### src/rtl/stoplight_pkg.sv
// Shared stoplight definitions: pedestrian FSM encoding, default timing, counter widths.
package stoplight_pkg;

  localparam int unsigned DEBOUNCE_DEFAULT = 4;
  localparam int unsigned COOLDOWN_DEFAULT = 8;
  localparam int unsigned REQ_CNT_W        = 8;
  localparam int unsigned DB_CNT_W         = 8;
  localparam int unsigned COOL_CNT_W       = 8;

  typedef enum logic [1:0] {
    PED_IDLE     = 2'd0,
    PED_PENDING  = 2'd1,
    PED_SERVING  = 2'd2,
    PED_COOLDOWN = 2'd3
  } ped_state_e;

endpackage

### src/rtl/ped_debounce.sv
// Two-flop synchronizer followed by a counter debouncer for the pedestrian button.
module ped_debounce #(
  parameter int unsigned DEBOUNCE = stoplight_pkg::DEBOUNCE_DEFAULT
) (
  input  logic CLK,
  input  logic RST,
  input  logic PedBtn,
  output logic BtnClean
);
  import stoplight_pkg::*;

  localparam logic [DB_CNT_W-1:0] DB_LAST = DB_CNT_W'(DEBOUNCE - 1);

  logic                s1_q, s1_d;
  logic                s2_q, s2_d;
  logic                clean_q, clean_d;
  logic [DB_CNT_W-1:0] cnt_q, cnt_d;

  // Count consecutive disagreements between s2 and the clean level; flip on the last one.
  always_comb begin
    s1_d    = PedBtn;
    s2_d    = s1_q;
    clean_d = clean_q;
    cnt_d   = '0;
    if (s2_q != clean_q) begin
      if (cnt_q == DB_LAST) begin
        clean_d = ~clean_q;
      end else begin
        cnt_d = cnt_q + DB_CNT_W'(1);
      end
    end
  end

  // Synchronizer, clean level and debounce counter registers.
  always_ff @(posedge CLK) begin
    if (RST) begin
      s1_q    <= 1'b0;
      s2_q    <= 1'b0;
      clean_q <= 1'b0;
      cnt_q   <= '0;
    end else begin
      s1_q    <= s1_d;
      s2_q    <= s2_d;
      clean_q <= clean_d;
      cnt_q   <= cnt_d;
    end
  end

  assign BtnClean = clean_q;

endmodule

### src/rtl/ped_request.sv
// Pedestrian request holder: debounced press -> held Ped request until the road goes red,
// then a lockout before the next request is accepted.
module ped_request #(
  parameter int unsigned DEBOUNCE = stoplight_pkg::DEBOUNCE_DEFAULT,
  parameter int unsigned COOLDOWN = stoplight_pkg::COOLDOWN_DEFAULT
) (
  input  logic                                CLK,
  input  logic                                RST,
  input  logic                                PedBtn,
  input  logic                                SigR,
  output logic                                Ped,
  output logic                                BtnClean,
  output logic [1:0]                          PedState,
  output logic [stoplight_pkg::REQ_CNT_W-1:0] ReqCount
);
  import stoplight_pkg::*;

  localparam logic [COOL_CNT_W-1:0] COOL_LOAD =
    (COOLDOWN == 0) ? '0 : COOL_CNT_W'(COOLDOWN - 1);

  logic                  btn_clean;
  logic                  prev_q, prev_d;
  logic                  press;
  ped_state_e            state_q, state_d;
  logic [COOL_CNT_W-1:0] cool_q, cool_d;
  logic [REQ_CNT_W-1:0]  cnt_q, cnt_d;
  logic                  ped_q, ped_d;

  ped_debounce #(
    .DEBOUNCE (DEBOUNCE)
  ) u_debounce (
    .CLK      (CLK),
    .RST      (RST),
    .PedBtn   (PedBtn),
    .BtnClean (btn_clean)
  );

  assign press = btn_clean & ~prev_q;

  // Next-state, cooldown counter and saturating request counter.
  always_comb begin
    state_d = state_q;
    cool_d  = cool_q;
    cnt_d   = cnt_q;
    prev_d  = btn_clean;
    case (state_q)
      PED_IDLE: begin
        if (press) begin
          state_d = PED_PENDING;
          if (cnt_q != '1) begin
            cnt_d = cnt_q + REQ_CNT_W'(1);
          end
        end
      end
      PED_PENDING: begin
        if (SigR) begin
          state_d = PED_SERVING;
        end
      end
      PED_SERVING: begin
        if (!SigR) begin
          if (COOLDOWN == 0) begin
            state_d = PED_IDLE;
          end else begin
            state_d = PED_COOLDOWN;
            cool_d  = COOL_LOAD;
          end
        end
      end
      PED_COOLDOWN: begin
        if (cool_q == '0) begin
          state_d = PED_IDLE;
        end else begin
          cool_d = cool_q - COOL_CNT_W'(1);
        end
      end
      default: state_d = PED_IDLE;
    endcase
    ped_d = (state_d == PED_PENDING);
  end

  // State and counter registers; reset overrides every transition.
  always_ff @(posedge CLK) begin
    if (RST) begin
      state_q <= PED_IDLE;
      cool_q  <= '0;
      cnt_q   <= '0;
      prev_q  <= 1'b0;
      ped_q   <= 1'b0;
    end else begin
      state_q <= state_d;
      cool_q  <= cool_d;
      cnt_q   <= cnt_d;
      prev_q  <= prev_d;
      ped_q   <= ped_d;
    end
  end

  assign Ped      = ped_q;
  assign BtnClean = btn_clean;
  assign PedState = state_q;
  assign ReqCount = cnt_q;

endmodule

### config.mk
export PLATFORM = sky130hd
export DESIGN_NAME = ped_request
export DESIGN_NICKNAME = d
export VERILOG_FILES = /design/src/rtl/stoplight_pkg.sv /design/src/rtl/ped_debounce.sv /design/src/rtl/ped_request.sv
export SDC_FILE = /design/constraint.sdc
export NUM_CORES = 1
export LEC_CHECK = 0
export CORE_UTILIZATION = 52
export CTS_BUF_LIST = sky130_fd_sc_hd__clkbuf_8
export CTS_CLUSTER_DIAMETER = 200
export CTS_CLUSTER_SIZE = 16
export DETAILED_ROUTE_END_ITERATION = 10
export GPL_ROUTABILITY_DRIVEN = 0
export HOLD_SLACK_MARGIN = 0.02
export PLACE_DENSITY = 0.81
export SLEW_MARGIN = 10
export SYNTH_ARGS = -nofsm -noshare
export SYNTH_HDL_FRONTEND = slang
export SYNTH_SLANG_ARGS = --single-unit
### constraint.sdc
create_clock -name CLK -period 1.6 [get_ports CLK]
set_clock_uncertainty 0.15 [all_clocks]
set_input_delay 0.32 -clock CLK [delete_from_list [all_inputs] [get_ports CLK]]
set_output_delay 0.32 -clock CLK [all_outputs]
set_load 0.05 [all_outputs]
==> results.sh <==
export IMPL_layout_drive_gt1_share=0.3756
export IMPL_first_iter_violations=75
export IMPL_die_y_um=54.26
export IMPL_antenna_cells=0
export IMPL_utilization=0.8343
export IMPL_grt_use_total=0.2746
export IMPL_rsz0062_at_grt="yes"
export IMPL_setup_viol=6
export IMPL_period_needed_ns=1.678
export IMPL_p_int_mw=1.169
export IMPL_pwr_density_cell_nw_per_um2=708.8
export IMPL_grt_pass1_wl_mm=5.630
export IMPL_cts_root_buf="clkbuf_8"
export IMPL_tightest_slew_ns=0.3758
export IMPL_finalHoldViolCount=0
export IMPL_critPathArrivalTime_ns=1.73
export IMPL_seqPwrFrac=0.514
export IMPL_syn_area_sq_um=1420
export IMPL_slew_viol_final=0
export IMPL_hpwl_mm=2.244
export IMPL_port_buffers=15
export IMPL_vias_per_cell=6.352
export IMPL_core_area_sq_um=2522
export IMPL_wl_mm=4.572
export IMPL_min_delay_path_class="flop to flop"
export IMPL_synth_nets=163
export IMPL_synth_most_common_cell="dfxtp_1"
export IMPL_synth_fa_ha_area_frac=0.02643
export IMPL_cts_sinks=31
export IMPL_clockPowerShare=0.458
export IMPL_p_sw_frac=0.2160
export IMPL_clock_path_buffers=2
export IMPL_design_die_area_sq_um=2944
export IMPL_syn_to_final_growth_pct=48.19
export IMPL_avgSynthCellArea_sq_um=9.103
export IMPL_fmax_mhz=596.1
export IMPL_grt_pass1_vias=1286
export IMPL_synth_main_ff_cell="dfxtp_1"
export IMPL_register_area_sq_um=658.1
export IMPL_synth_top_family_by_area="simple AND/OR/NAND/NOR gates"
export IMPL_synth_distinct_cells=35
export IMPL_path_class="flop to flop"
export IMPL_irDropWorstVdd_mv=0.7497
export IMPL_clk_latency_ns=0.29
export IMPL_synth_seq_area_share=0.4370
export IMPL_cts_tree="yes"
export IMPL_synth_area_leaders="dfxtp_1 (44%), nor2_1 (5.3%), xor2_1 (4.3%), mux2i_1 (4.2%), nand3_1 (3.2%)"
export IMPL_synth_warning_count=0
export IMPL_fin_ws_ns=-0.07759
export IMPL_drt_pass1_iter_count=4
export IMPL_synth_top_area_share=0.4370
export IMPL_antenna_found_initial=0
export IMPL_drcViolationCount=0
export IMPL_nets=203
export IMPL_syn_inst=156
export IMPL_initial_core_util=0.5630
export IMPL_p_sw_mw=0.3222
export IMPL_cp_required_ns=1.66
export IMPL_multi_input_area_sq_um=852.1
export IMPL_synth_xor_area_frac=0.05551
export IMPL_num_vias=1442
export IMPL_ys_ff_latch=31
export IMPL_slew_limit_headroom=0.7486
export IMPL_cp_max_fo=5
export IMPL_end_kind="flop"
export IMPL_cts_buffers=5
export IMPL_grt_max_degree=16
export IMPL_fin_hold_ws_ns=0.3114
export IMPL_dp_cells=211
export IMPL_synth_mux_area_frac=0.04229
export IMPL_grt_overflow_total=0
export IMPL_fin_crit_sh=1.048
export IMPL_die_width_um=54.26
export IMPL_p_comb_frac=0.028
export IMPL_yosysTopAreaCell="dfxtp_1"
export IMPL_synth_compound_area_share=0.1101
export IMPL_critPathLaunchType="flop"
export IMPL_rows=18
export IMPL_yosys_area_share_simple=0.3066
export IMPL_num_fill_cells=124
export IMPL_synth_edf_count=0
export IMPL_htree_num_levels=2
export IMPL_routedWlPerCell_um=20.14
export IMPL_async_reset_ff_frac=0
export IMPL_synth_common_cells="dfxtp_1 (31), nor2_1 (20), nand3_1 (9)"
export IMPL_outcome="finished, violations left"
export IMPL_failed_checks="negative setup slack"
export IMPL_detail_route_antenna_nets=0
export IMPL_io_pins=16
export IMPL_drv_cap=0
export IMPL_p_leak_nw=0.8310
export IMPL_path_clk_slew_ns=0.07
export IMPL_fin_cells=227
## final cells by class
cell class | count | area share
Multi-Input combinational cell | 117 | 0.4049
Inverter | 4 | 0.007134
Clock inverter | 1 | 0.001784
Tap cell | 30 | 0.01784
Clock buffer | 7 | 0.04578
Sequential cell | 31 | 0.3127
Timing Repair Buffer | 37 | 0.2099
## stage by stage
| step | cell area [sq um] | TNS, ns | power (mW) | worst slack [ns] |
|---|---|---|---|---|
| after CTS | 1977 | -0.03950 | 1.469 | -0.02329 |
| final | 2105 | -0.2157 | 1.492 | -0.07759 |
| after detailed placement | 1846 | -1.616 | 0.8197 | -0.3478 |
| after global routing | 2105 | -0.8613 | 1.529 | -0.1429 |
| after global placement | 1846 | -1.128 | 0.8185 | -0.2396 |
| after floorplan | 1449 | -0.06524 | 0.8015 | -0.06126 |
## state kept, by name, indices dropped and copies added, names as in the netlist, 2 cells and up
signal and cells:
PedState 2, ReqCount 8, cool_q 8, u_debounce.cnt_q 8
## power groups by stage
stage / combinational (mW) / clock, mW / sequential, mW
after global placement: 0.0335 / 0 / 0.785
after floorplan: 0.0166 / 0 / 0.785
after global routing: 0.0451 / 0.718 / 0.766
after CTS: 0.0368 / 0.664 / 0.768
final: 0.0421 / 0.683 / 0.766
after detailed placement: 0.0344 / 0 / 0.785
## path summary, 6_finish.rpt
check	slack [ns]	start	to	cells past startpoint
setup / recovery	-0.08	PedState[0]	cool_q[5]	5
hold reg to reg	0.31	u_debounce.s1_q	u_debounce.s2_q	1
hold / removal	0.31	u_debounce.s1_q	u_debounce.s2_q	1
setup reg to reg	-0.08	PedState[0]	cool_q[5]	5
## cell usage in the layout (no fill, tap or decap), types with 3 or more instances in the layout
| master | count |
|---|---|
| nand4_1 | 6 |
| xor2_1 | 7 |
| mux2i_1 | 6 |
| nor2b_1 | 3 |
| a21oi_1 | 5 |
| or3_1 | 5 |
| buf_4 | 21 |
| dfxtp_4 | 6 |
| and3_1 | 5 |
| a211oi_1 | 6 |
| dfxtp_1 | 13 |
| buf_12 | 12 |
| nand2_1 | 7 |
| nor2_1 | 20 |
| inv_1 | 4 |
| clkbuf_8 | 7 |
| o21ai_0 | 5 |
| nand3_1 | 8 |
| nor3_1 | 5 |
| dfxtp_2 | 12 |
## cells by family after synthesis
kind of cell | after synthesis
compound gates | 25
xor+xnor | 9
fa+ha+maj | 3
buf+inv | 8
flops | 31
mux | 6
simple gates | 74
## layer usage
metal / track usage / share of wire / up-vias
met3: 0.08056 / 0.063 / 22
li1: - / - / 653
met1: 0.3248 / 0.40 / 693
met4: 0.1410 / 0.042 / 0
met2: 0.4472 / 0.50 / 74
met5: 0 / 0 / -
## worst max-delay path, cell delays in order, from the launching register on
cell	delay (ns)
dfxtp_4	0.39
nand2b_4	0.14
nand4_1	0.16
buf_4	0.21
nor4b_2	0.31
mux2i_1	0.25
## what timing repair did
| item | CTS | global route |
|---|---|---|
| setup buffers | 1 | 7 |
| pin swaps | 4 | 7 |
| endpoints found under the setup margin | 9 | 13 |
| hold buffers | 0 | 0 |
| resized for setup | 9 | 18 |
Note: power is estimated with default switching activity, not from simulation.
